**config.mk**
```make
export PLATFORM = sky130hd
export DESIGN_NAME = controller
export DESIGN_NICKNAME = d
export VERILOG_FILES = /design/src/rtl/controller.sv
export SDC_FILE = /design/constraint.sdc
export NUM_CORES = 1
export LEC_CHECK = 0
export ABC_AREA = 1
export BUFFER_PORTS_ARGS = -buffer_cell sky130_fd_sc_hd__buf_2
export CAP_MARGIN = 10
export CORE_AREA = 2 2 39 41
export DETAILED_ROUTE_END_ITERATION = 10
export DIE_AREA = 0 0 41 43
export SYNTH_ARGS = -nofsm -noshare
export SYNTH_HDL_FRONTEND = slang
export SYNTH_SLANG_ARGS = --single-unit
```
**constraint.sdc**
```tcl
create_clock -name clk -period 2.4 [get_ports clk]
set_input_delay 0.12 -clock clk [delete_from_list [all_inputs] [get_ports clk]]
set_output_delay 0.12 -clock clk [all_outputs]
set_load 0.005 [all_outputs]
```
**src/rtl/controller.sv**
```systemverilog
// -----------------------------------------------------------------------------
// controller
// Multicycle control FSM for the 12-bit-instruction CPU. Steps every
// instruction through FETCH -> DECODE -> EXEC (-> WB for LOAD only) and
// drives the register-file, data-memory, display and ALU strobes plus the
// operand-select muxes. This is a Moore machine and holds no datapath.
//
// Ports
//   clk         in   1  system clock, rising edge
//   reset       in   1  asynchronous, active-low reset (0 = reset)
//   opCode      in   3  IR[11:9] of the currently latched instruction
//   RF_we       out  1  register-file write enable
//   M_we        out  1  data-memory write enable
//   M_re        out  1  data-memory read enable
//   D_re        out  1  display-register latch enable
//   ALU_opcode  out  3  000 ADD, 001 SUB, 010 AND, 011 OR
//   inSRC       out  1  1: r1=IR[2:0], r2=IR[5:3]; 0: r1=r2=IR[6:4]
//   rwSRC       out  1  1: rw=IR[6:4]; 0: rw=IR[8:6]
//   PCEn        out  1  PC increment enable
//   IREn        out  1  instruction-register load enable
//   dbg_state   out  2  current FSM state (00 FETCH, 01 DECODE, 10 EXEC, 11 WB)
//
// Handshake: this block has no valid/ready interfaces. Every strobe is a
// single-cycle level, qualified only by the current state, and is sampled by
// the datapath on the rising clock edge that ends that state.
// -----------------------------------------------------------------------------
module controller (
   input  logic       clk,
   input  logic       reset,
   input  logic [2:0] opCode,
   output logic       RF_we,
   output logic       M_we,
   output logic       M_re,
   output logic       D_re,
   output logic [2:0] ALU_opcode,
   output logic       inSRC,
   output logic       rwSRC,
   output logic       PCEn,
   output logic       IREn,
   output logic [1:0] dbg_state
);

   typedef enum logic [1:0] {
      S_FETCH  = 2'b00,
      S_DECODE = 2'b01,
      S_EXEC   = 2'b10,
      S_WB     = 2'b11
   } state_t;

   localparam logic [2:0] OP_LOAD  = 3'b000;
   localparam logic [2:0] OP_STORE = 3'b001;
   localparam logic [2:0] OP_DISP  = 3'b010;
   localparam logic [2:0] OP_NOP   = 3'b011;

   state_t state_q, state_d;

   // Next-state logic. opCode is only looked at in EXEC, so changes while
   // fetching or decoding cannot disturb the sequence.
   always_comb begin
      state_d = S_FETCH;
      case (state_q)
         S_FETCH:  state_d = S_DECODE;
         S_DECODE: state_d = S_EXEC;
         S_EXEC:   state_d = (opCode == OP_LOAD) ? S_WB : S_FETCH;
         S_WB:     state_d = S_FETCH;
         default:  state_d = S_FETCH;
      endcase
   end

   always_ff @(posedge clk or negedge reset) begin
      if (!reset) state_q <= S_FETCH;
      else        state_q <= state_d;
   end

   // Output decode. Reset gates every output directly so that asserting
   // reset silences all strobes in the same cycle, without waiting for a
   // clock edge.
   always_comb begin
      RF_we      = 1'b0;
      M_we       = 1'b0;
      M_re       = 1'b0;
      D_re       = 1'b0;
      ALU_opcode = 3'b000;
      inSRC      = 1'b0;
      rwSRC      = 1'b0;
      PCEn       = 1'b0;
      IREn       = 1'b0;
      if (reset) begin
         case (state_q)
            S_FETCH: begin
               // PC and IR advance on the same edge.
               IREn = 1'b1;
               PCEn = 1'b1;
            end
            S_DECODE: ;
            S_EXEC: begin
               case (opCode)
                  OP_LOAD: begin
                     M_re  = 1'b1;
                     rwSRC = 1'b1;
                  end
                  OP_STORE: M_we = 1'b1;
                  OP_DISP:  D_re = 1'b1;
                  OP_NOP:   ;
                  default: begin
                     // opCode[2] set: ALU op, function taken from the low bits.
                     RF_we      = 1'b1;
                     inSRC      = 1'b1;
                     ALU_opcode = {1'b0, opCode[1:0]};
                  end
               endcase
            end
            S_WB: begin
               // LOAD keeps the memory read asserted while the register
               // file captures the returned data.
               M_re  = 1'b1;
               RF_we = 1'b1;
               rwSRC = 1'b1;
            end
            default: ;
         endcase
      end
   end

   assign dbg_state = state_q;

endmodule

```
==> flow_metrics.py, run 1 <==
metrics = {
    "power_and_ir_drop": {
        "power_leakage_nw": 0.176,
        "cellPowerDensity_nw_per_um2": 863,
        "peakVddDrop_v": 0.000312,
    },
    "drt": {
        "route.detailed.drc": 0,
        "dr.pass1.iters": 2,
        "drt-initial-drc-count": 1,
        "vias": 226,
        "wl_per_cell_um": 8.74,
        "viasPerCell": 3.65,
        "routed_wl_um": 542,
        "ant_nets": 0,
    },
    "finish": {
        "n_antenna_cell": 0,
        "syn_to_final_growth_pct": 56.1,
        "largest_reg_flops": 2,
        "drive_gt1_share_pct": 52.2,
        "nets": 53,
    },
    "synth": {
        "syn_inst": 29,
        "synth_top_flop_cell": "dfrtp_1",
        "synth_area_leaders": "dfrtp_1, buf_4, nor2_1",
        "syn-num-nets": 34,
        "ys_ff_latch": 2,
        "netlist_area_um2": 196,
        "yosys-top-cells-count": "nor2_1, inv_1, buf_4, nand2_1",
        "netlist.area_leader.share_pct": 25.5,
        "yosysWarningCount": 0,
        "synth_top_area_cell": "dfrtp_1",
        "synth-seq-area-share_pct": 25.5,
        "synth_edf_count": 0,
        "async_reset_ff_share_pct": 100,
        "synth.distinct_cells": 15,
        "synth_most_common_cell": "nor2_1",
        "syn_avg_cell_area_um2": 6.77,
    },
    "place": {
        "numPortBuffers": 16,
        "dpl.hpwl_um": 460,
        "routabilityCongestion": 0.725,
        "pre_cts_ws_ps": 1280,
    },
    "cts": {
        "clockBufferDepth": 2,
        "cts_resized": 0,
        "numCtsBuffers": 3,
        "h-tree-depth": 1,
        "ctsHoldBuffers": 1,
        "post-cts-setup-buffers": 0,
        "root_buffer": "clkbuf_4",
        "cts.sinks": 2,
        "cts_tree": "done",
        "clk-insertion-delay-late_ps": 220,
        "clk_pin_slew_worst_paths_ps": 30,
    },
    "timing": {
        "hold_viol_final": 0,
        "setup_viol": 0,
        "finClkSkew_ps": 4.78,
        "fmax_mhz": 718,
        "maxSlewViolCount": 0,
        "rsz0062_at_grt": "false",
        "fin_crit_sh_pct": 58.1,
        "finalWorstSetupSlack_ps": 1010,
        "period_needed_ps": 1390,
        "finalSetupTns_ps": 0,
    },
    "critical_path": {
        "cp_slowest_stage_delay_ps": 510,
        "worstPathArrival_ps": 1270,
        "path_class": "primary input to primary output",
        "start_kind": "primary input",
        "required_ps": 2280,
        "end_kind": "primary output",
        "critPathMaxFanout": 5,
        "critPathSlowestCell": "dlygate4sd3_1",
        "cp_cell_sequence": "dlygate4sd3_1 > buf_2 > inv_1 > nor3_1 > buf_2",
        "cp_common_cell": "buf_2",
    },
    "floorplanning": {
        "die_area_um2": 1760,
        "core_area_um2": 1380,
        "start_util_pct": 14.2,
        "row_count": 14,
        "die_h_um": 43,
        "die_w_um": 41,
        "ios": 18,
    },
    "outcome": {
        "status": "completed",
    },
    "global_route": {
        "track_usage_pct": 7.12,
        "grt_pass1_wl_um": 793,
        "grt_pass1_vias": 208,
        "grt_max_degree": 7,
        "grt_remaining_overflow": 0,
        "antenna_found_initial": 0,
    },
    "hold_path": {
        "hold_class": "primary input to async pin",
    },
    "run": {
        "cap_violations": 0,
    },
}
through the flow:
step | std cells | cell area (um^2) | hold WS, ps | total power [mW] | util, %
2_1_floorplan | 29 | 196 | -176 | 0.148 | -
3_3_place_gp | 58 | 274 | -71.6 | 0.190 | 19.8
3_5_place_dp | 58 | 274 | -71.4 | 0.192 | 19.8
4_1_cts | 62 | 307 | 217 | 0.273 | 22.2
5_1_grt | 62 | 307 | 235 | 0.292 | 22.2
6_report | 62 | 307 | 224 | 0.265 | 22.2
path summary, 6_finish.rpt:
path / startpoint / endpoint / slack (ps) / cells after the start
max: reset / PCEn / 1010 / 5
min: reset / dbg_state[0]$_DFF_PN0_ / 220 / 2
max reg2reg: dbg_state[0]$_DFF_PN0_ / dbg_state[1]$_DFF_PN0_ / 1510 / 3
min reg2reg: dbg_state[1]$_DFF_PN0_ / dbg_state[0]$_DFF_PN0_ / 570 / 1
max in group asynchronous: reset / dbg_state[1]$_DFF_PN0_ / 2050 / 2
min in group clk: opCode[1] / dbg_state[0]$_DFF_PN0_ / 260 / 4
placed cells by master, fill, tap and decap left out:
| master | n |
|---|---|
| nand2_2 | 1 |
| nor3b_2 | 1 |
| nand3_2 | 1 |
| inv_1 | 4 |
| nand4_1 | 1 |
| dfrtp_1 | 2 |
| nor3_1 | 1 |
| nor2_4 | 1 |
| conb_1 | 1 |
| o21ai_0 | 2 |
| nand2_1 | 3 |
| nor2_1 | 5 |
| a21oi_1 | 2 |
| buf_2 | 16 |
| clkbuf_4 | 3 |
| dlygate4sd3_1 | 1 |
| inv_2 | 1 |
layer usage:
metal / track usage, % / vias up / part of all wire [%]
li1: - / 122 / -
met1: 8.33 / 90 / 46
met2: 9.38 / 14 / 44
met3: 1.57 / 0 / 10
met4: 8.00 / 0 / 0
met5: 0 / - / 0
critical path, delay by kind of cell:
family                 cells  cell delay (ps)
buffers and inverters      4              930
and+or+nand+nor            1              230
cells by family (layout without fill, tap and decap cells):
logic type      after synthesis  after routing  share of synthesized area (%)
simple gates                 14             14                           41.4
buf+inv                       8             25                           21.0
compound gates                4              4                           10.2
flops                         2              2                           25.5
other cells                   1              1                           1.91
where the power goes:
part	total, mW	internal [mW]	switching, mW	leakage [nW]
clock network	0.0740	0.0551	0.0188	0.0138
logic	0.114	0.0513	0.0630	0.137
registers	0.0764	0.0503	0.0261	0.0247
final cells by class:
cell class	count	area (um^2)
Sequential cell	2	50.0
Clock buffer	3	22.5
Tap cell	16	20.0
Timing Repair Buffer	17	90.1
Inverter	5	18.8
Fill cell	160	1080
Multi-Input combinational cell	19	105
No activity file was read; power rests on OpenSTA's default activity.
==> run 2, diff against run 1 <==
==> constraint.sdc (replaced) <==
create_clock -name clk -period 1.3 [get_ports clk]
set_input_delay 0.065 -clock clk [delete_from_list [all_inputs] [get_ports clk]]
set_output_delay 0.065 -clock clk [all_outputs]
set_load 0.005 [all_outputs]
==> run 2 against run 1 <==
Net effect:
- register-to-register slack worse by 1100 ps
- count of clock-buffer cells in the layout unchanged
- die area unchanged
- sequential share of layout area down 0.62 points
- critical path depth down 1
- global-route usage up 0.91 points
- clock power up 86%
- hold slack worse by 21 ps
- non-clock buffer count up 2
- critical path type is now flop to primary output
- routed wire length up 3.3%
- highest routed layer is now met4
==> flow_metrics.py, run 2 (synthesis gave the netlist of run 1 again) <==
metrics = {
    "finish": {
        "syn_to_final_growth_pct": 66.2,
        "final_cell_mix": "buf_2, nor2_1, inv_1",
        "n_antenna_cell": 0,
        "largest_reg_flops": 2,
        "nets": 55,
        "drive_gt1_share_pct": 58.3,
        "final_common_cell": "buf_2",
    },
    "drt": {
        "wl_per_cell_um": 8.75,
        "ant_nets": 0,
        "dr.pass1.iters": 4,
        "viasPerCell": 3.84,
        "route.detailed.drc": 0,
        "vias": 246,
        "routed_wl_um": 560,
        "drt-initial-drc-count": 1,
    },
    "critical_path": {
        "critPathSlowestCell": "dfrtp_2",
        "end_kind": "primary output",
        "path_class": "flop to primary output",
        "critPathMaxFanout": 4,
        "required_ps": 1240,
        "cp_cell_sequence": "nor2_4 > nand3_2 > a21oi_2 > buf_2",
        "start_kind": "flop",
        "cp_slowest_stage_delay_ps": 430,
        "worstPathArrival_ps": 1160,
    },
    "power_and_ir_drop": {
        "power_leakage_nw": 0.184,
        "peakVddDrop_v": 0.000594,
        "clkPwrFrac_pct": 25.3,
        "power.share.combinational_pct": 50.2,
        "cellPowerDensity_nw_per_um2": 1670,
        "swShare_pct": 39.2,
        "cell_internal_pwr_mw": 0.331,
        "seq_power_share_pct": 24.5,
        "p_sw_mw": 0.213,
    },
    "cts": {
        "clockBufferDepth": 2,
        "numCtsBuffers": 3,
        "clk_pin_slew_worst_paths_ps": 30,
        "cts_tree": "done",
        "h-tree-depth": 1,
        "root_buffer": "clkbuf_4",
        "cts.sinks": 2,
        "clk-insertion-delay-late_ps": 230,
    },
    "global_route": {
        "grt_remaining_overflow": 0,
        "grt_max_degree": 6,
        "track_usage_pct": 8.03,
        "grt_pass1_vias": 208,
        "grt_pass1_wl_um": 855,
        "antenna_found_initial": 0,
    },
    "floorplanning": {
        "die_w_um": 41,
        "start_util_pct": 14.2,
        "row_count": 14,
        "die_h_um": 43,
        "die_area_um2": 1760,
        "core_area_um2": 1380,
        "ios": 18,
    },
    "timing": {
        "setup_viol": 0,
        "rsz0062_at_grt": "true",
        "finalWorstSetupSlack_ps": 75.8,
        "period_needed_ps": 1220,
        "fin_crit_sh_pct": 94.2,
        "finClkSkew_ps": 5.82,
        "hold_ws_ps": 202,
        "maxSlewViolCount": 0,
        "hold_viol_final": 0,
        "fmax_mhz": 817,
    },
    "run": {
        "cap_violations": 0,
    },
    "place": {
        "pre_cts_ws_ps": 244,
        "routabilityCongestion": 0.695,
        "numPortBuffers": 16,
    },
    "hold_path": {
        "hold_class": "primary input to flop",
    },
    "outcome": {
        "status": "completed",
    },
}
[run 2: cell count changes in the layout (fill, tap and decap cells not counted), sizes merged]
cell  delta
buf      +2
[run 2: area by class of cell]
class,count,area [um^2]
fillers,161,1060
repair buffers,19,105
inverters,5,18.8
clock buffers,3,22.5
multi-input cells,19,109
flip-flops and latches,2,51.3
well taps,16,20.0
[run 2: power by group through the flow]
stage          logic, mW  clock network (mW)  registers [mW]
2_1_floorplan      0.134                   0           0.138
3_3_place_gp       0.210                   0           0.138
3_5_place_dp       0.212                   0           0.142
4_1_cts            0.244               0.144           0.134
5_1_grt            0.305               0.152           0.139
6_report           0.273               0.138           0.133
[run 2: path summary, 6_finish.rpt]
path | start | endpoint | slack (ps) | cells after the start
max in group asynchronous | reset | dbg_state[0]$_DFF_PN0_ | 950 | 2
worst max register to register | dbg_state[0]$_DFF_PN0_ | dbg_state[1]$_DFF_PN0_ | 420 | 3
worst max-delay path | dbg_state[0]$_DFF_PN0_ | rwSRC | 80 | 4
worst min-delay path | opCode[1] | dbg_state[1]$_DFF_PN0_ | 200 | 4
worst min register to register | dbg_state[1]$_DFF_PN0_ | dbg_state[0]$_DFF_PN0_ | 620 | 2
min in group asynchronous | reset | dbg_state[0]$_DFF_PN0_ | 210 | 2
[run 2: per-stage QoR]
stage	area (um^2)	power, mW	util [%]	cells	setup TNS (ps)
after CTS	314	0.522	22.7	63	0
after global routing	327	0.596	23.6	64	-31.3
after detailed placement	274	0.354	19.8	58	0
final	327	0.544	23.6	64	0
after global placement	274	0.348	19.8	58	0
after floorplan	196	0.273	-	29	0
[run 2: per-layer routing]
| metal | GRT usage (%) | up-vias | part of all wire [%] |
|---|---|---|---|
| met3 | 3.14 | 2 | 12 |
| li1 | - | 127 | - |
| met4 | 10.0 | 0 | 2.1 |
| met1 | 9.32 | 103 | 44 |
| met5 | 0 | - | 0 |
| met2 | 9.38 | 14 | 41 |
[run 2: worst max-delay path: cells and delay by family (launching register included)]
kind,cells,cell delay [ps]
simple gates,2,240
flops,1,430
buf+inv,1,120
compound gates,1,140
[run 2: what timing repair did]
| item | CTS | global route |
|---|---|---|
| endpoints found under the setup margin | 2 | 3 |
| gates cloned | 0 | 0 |
| pin swaps | 1 | 0 |
| hold endpoints to repair | 2 | 0 |
| hold buffers | 1 | 0 |
| resized for setup | 0 | 2 |
| setup buffers | 1 | 1 |
==> run 3, diff against run 2 <==
--- a/config.mk
+++ b/config.mk
@@ -5,12 +5,13 @@
 export SDC_FILE = /design/constraint.sdc
 export NUM_CORES = 1
 export LEC_CHECK = 0
-export ABC_AREA = 1
 export BUFFER_PORTS_ARGS = -buffer_cell sky130_fd_sc_hd__buf_2
 export CAP_MARGIN = 10
 export CORE_AREA = 2 2 39 41
+export CTS_BUF_LIST = sky130_fd_sc_hd__clkbuf_2
 export DETAILED_ROUTE_END_ITERATION = 10
 export DIE_AREA = 0 0 41 43
+export SLEW_MARGIN = 30
 export SYNTH_ARGS = -nofsm -noshare
 export SYNTH_HDL_FRONTEND = slang
 export SYNTH_SLANG_ARGS = --single-unit
==> run 3 against run 2 <==
Net effect:
- synthesized cell count is 14% lower
- flip-flop and latch count stayed put
- count of clock-buffer cells in the layout stayed put
- routed wire length is 5.2% lower
- highest routed layer unchanged
- sequential share of layout area is 0.31 points higher
- critical endpoint is now ALU_opcode[1]
- total power is 8.0% lower
- utilization is 0.45 points lower
- clock skew is 1.3 ps lower
- largest cell class unchanged
- combinational power is 3% higher
- clock power is 32% lower
- design area is 1.9% lower
==> flow_metrics.py, run 3 <==
metrics = {
    "outcome": {
        "status": "completed",
    },
    "timing": {
        "maxSlewViolCount": 0,
        "hold_viol_final": 0,
        "fin_crit_sh_pct": 95.4,
        "finClkSkew_ps": 4.56,
        "period_needed_ps": 1240,
        "fmax_mhz": 806,
        "setup_viol": 0,
        "hold_ws_ps": 213,
        "finalSetupTns_ps": 0,
    },
    "synth": {
        "yosys.area_share.simple_pct": 46.9,
        "synthXorXnorAreaFrac_pct": 0,
        "syn_inst": 25,
        "yosys-top-cells-count": "nor2_1, buf_4",
        "synthMuxAreaShare_pct": 0,
        "synth_compound_area_share_pct": 13.1,
        "synth_area_leaders": "dfrtp_1, buf_4, a21oi_2",
        "synth_edf_count": 0,
        "synth.distinct_cells": 15,
        "synthAdderAreaFrac_pct": 0,
        "netlist.area_leader.share_pct": 25.0,
        "synth_top_family_by_area": "simple AND/OR/NAND/NOR gates",
        "synth_top_flop_cell": "dfrtp_1",
        "ys_ff_latch": 2,
        "synth-seq-area-share_pct": 25.0,
        "async_reset_ff_share_pct": 100,
        "synth_top_area_cell": "dfrtp_1",
        "syn-num-nets": 30,
        "yosysWarningCount": 0,
        "syn_avg_cell_area_um2": 8.01,
        "synth_most_common_cell": "nor2_1",
        "netlist_area_um2": 200,
    },
    "finish": {
        "n_fill_cell": 160,
        "regArea_um2": 51.3,
        "syn_to_final_growth_pct": 60.0,
        "final_cell_mix": "buf_2, nor2_1, clkbuf_2",
        "nets": 51,
        "finalInstanceArea_um2": 320,
        "drive_gt1_share_pct": 68.2,
        "final_common_cell": "buf_2",
        "n_antenna_cell": 0,
        "multiInputGateArea_um2": 125,
        "utilization_pct": 23.1,
        "largest_reg_flops": 2,
    },
    "global_route": {
        "grt_remaining_overflow": 0,
        "grt_pass1_wl_um": 793,
        "antenna_found_initial": 0,
        "track_usage_pct": 7.72,
        "grt_pass1_vias": 201,
        "grt_max_degree": 8,
    },
    "drt": {
        "viasPerCell": 4.07,
        "wl_met3_um": 49,
        "wl_per_cell_um": 8.85,
        "routed.top_layer": "met4",
        "ant_nets": 0,
        "dr_wl_met2_um": 241,
        "drt-initial-drc-count": 10,
        "vias": 244,
        "routed_wl_um": 531,
        "route.detailed.drc": 0,
        "drt-met1-wl_um": 212,
        "dr.pass1.iters": 2,
    },
    "place": {
        "numPortBuffers": 16,
        "routabilityCongestion": 0.653,
        "placed_area_um2": 285,
    },
    "critical_path": {
        "worstSetupEndpoint": "ALU_opcode[1]",
        "reg2reg_depth": 3,
        "start_kind": "flop",
        "r2r_slack_ps": 450,
        "end_kind": "primary output",
        "path_class": "flop to primary output",
        "required_ps": 1240,
        "r2r_end": "dbg_state[1]$_DFF_PN0_",
        "crit_start": "dbg_state[1]$_DFF_PN0_",
        "r2r-start": "dbg_state[0]$_DFF_PN0_",
        "critPathMaxFanout": 7,
        "worstPathArrival_ps": 1180,
    },
    "power_and_ir_drop": {
        "cellPowerDensity_nw_per_um2": 1560,
        "power_leakage_nw": 0.193,
        "peakVddDrop_v": 0.000293,
    },
    "floorplanning": {
        "row_count": 14,
        "die_area_um2": 1760,
        "core_area_um2": 1380,
        "die_h_um": 43,
        "die_w_um": 41,
        "ios": 18,
        "start_util_pct": 14.5,
    },
    "cts": {
        "cts_tree": "done",
        "clockBufferDepth": 2,
        "numCtsBuffers": 3,
        "cts.sinks": 2,
        "root_buffer": "clkbuf_2",
        "clk-insertion-delay-late_ps": 190,
        "clk_pin_slew_worst_paths_ps": 30,
        "h-tree-depth": 1,
    },
    "hold_path": {
        "hold_class": "primary input to flop",
    },
    "run": {
        "cap_violations": 0,
    },
}
-- run 3: cell count changes after synthesis, moves of 2 or more --
cell,delta
and3_1,+2
nand2b_1,+2
a21oi_1,-2
a21oi_2,+2
nand2_1,-2
and3_2,+2
inv_1,-3
o21ai_0,-2
-- run 3: area by class of cell --
| cell class | instances | share of cell area [%] |
|---|---|---|
| clock buffer | 3 | 4.69 |
| timing repair buffer | 19 | 32.8 |
| inverter | 1 | 1.17 |
| multi-input combinational | 19 | 39.1 |
| sequential | 2 | 16.0 |
| tap | 16 | 6.25 |
-- run 3: worst min-delay path by stage --
stage,start,endpoint,slack [ps],cells past startpoint
finish,opCode[1],dbg_state[0]$_DFF_PN0_,210,3
global route,opCode[1],dbg_state[0]$_DFF_PN0_,210,3
CTS,opCode[0],dbg_state[0]$_DFF_PN0_,200,3
detailed placement,reset,dbg_state[0]$_DFF_PN0_,-130,1
global placement,reset,dbg_state[0]$_DFF_PN0_,-130,1
floorplan,reset,dbg_state[0]$_DFF_PN0_,-230,0
-- run 3: per-stage QoR --
step                      setup slack, ps  cells  total power, mW
after floorplan                       331     25            0.277
after global placement                269     55            0.380
after detailed placement              249     55            0.377
after CTS                            35.3     59            0.485
after global routing                -1.71     60            0.560
final                                59.2     60            0.501
-- run 3: per-layer routing --
metal	GRT usage, %	vias to the layer above
li1	-	120
met1	7.69	108
met2	9.06	14
met3	3.14	2
met4	12.0	0
met5	0	-
-- run 3: power by group --
group	total [mW]	switching, mW	internal, mW
sequential	0.125	0.0293	0.0956
combinational	0.282	0.132	0.151
clock	0.0932	0.0322	0.0610
total	0.501	0.193	0.307
-- run 3: cells by family after synthesis --
kind of cell	count (synthesis)
AOI/OAI and AO/OA	3
buffers and inverters	4
DFF	2
other	1
and+or+nand+nor	15
-- run 3: worst max-delay path, stage by stage, from the launching register on --
cell,delay [ps]
dfrtp_2,430
and3b_2,240
and3_2,210
buf_2,120
-- run 3: what timing repair did --
item,in CTS,in global routing
endpoints found under the hold margin,2,0
buffers inserted,0,1
hold buffers,1,0
setup endpoints to repair,0,7
gates resized for setup,0,2
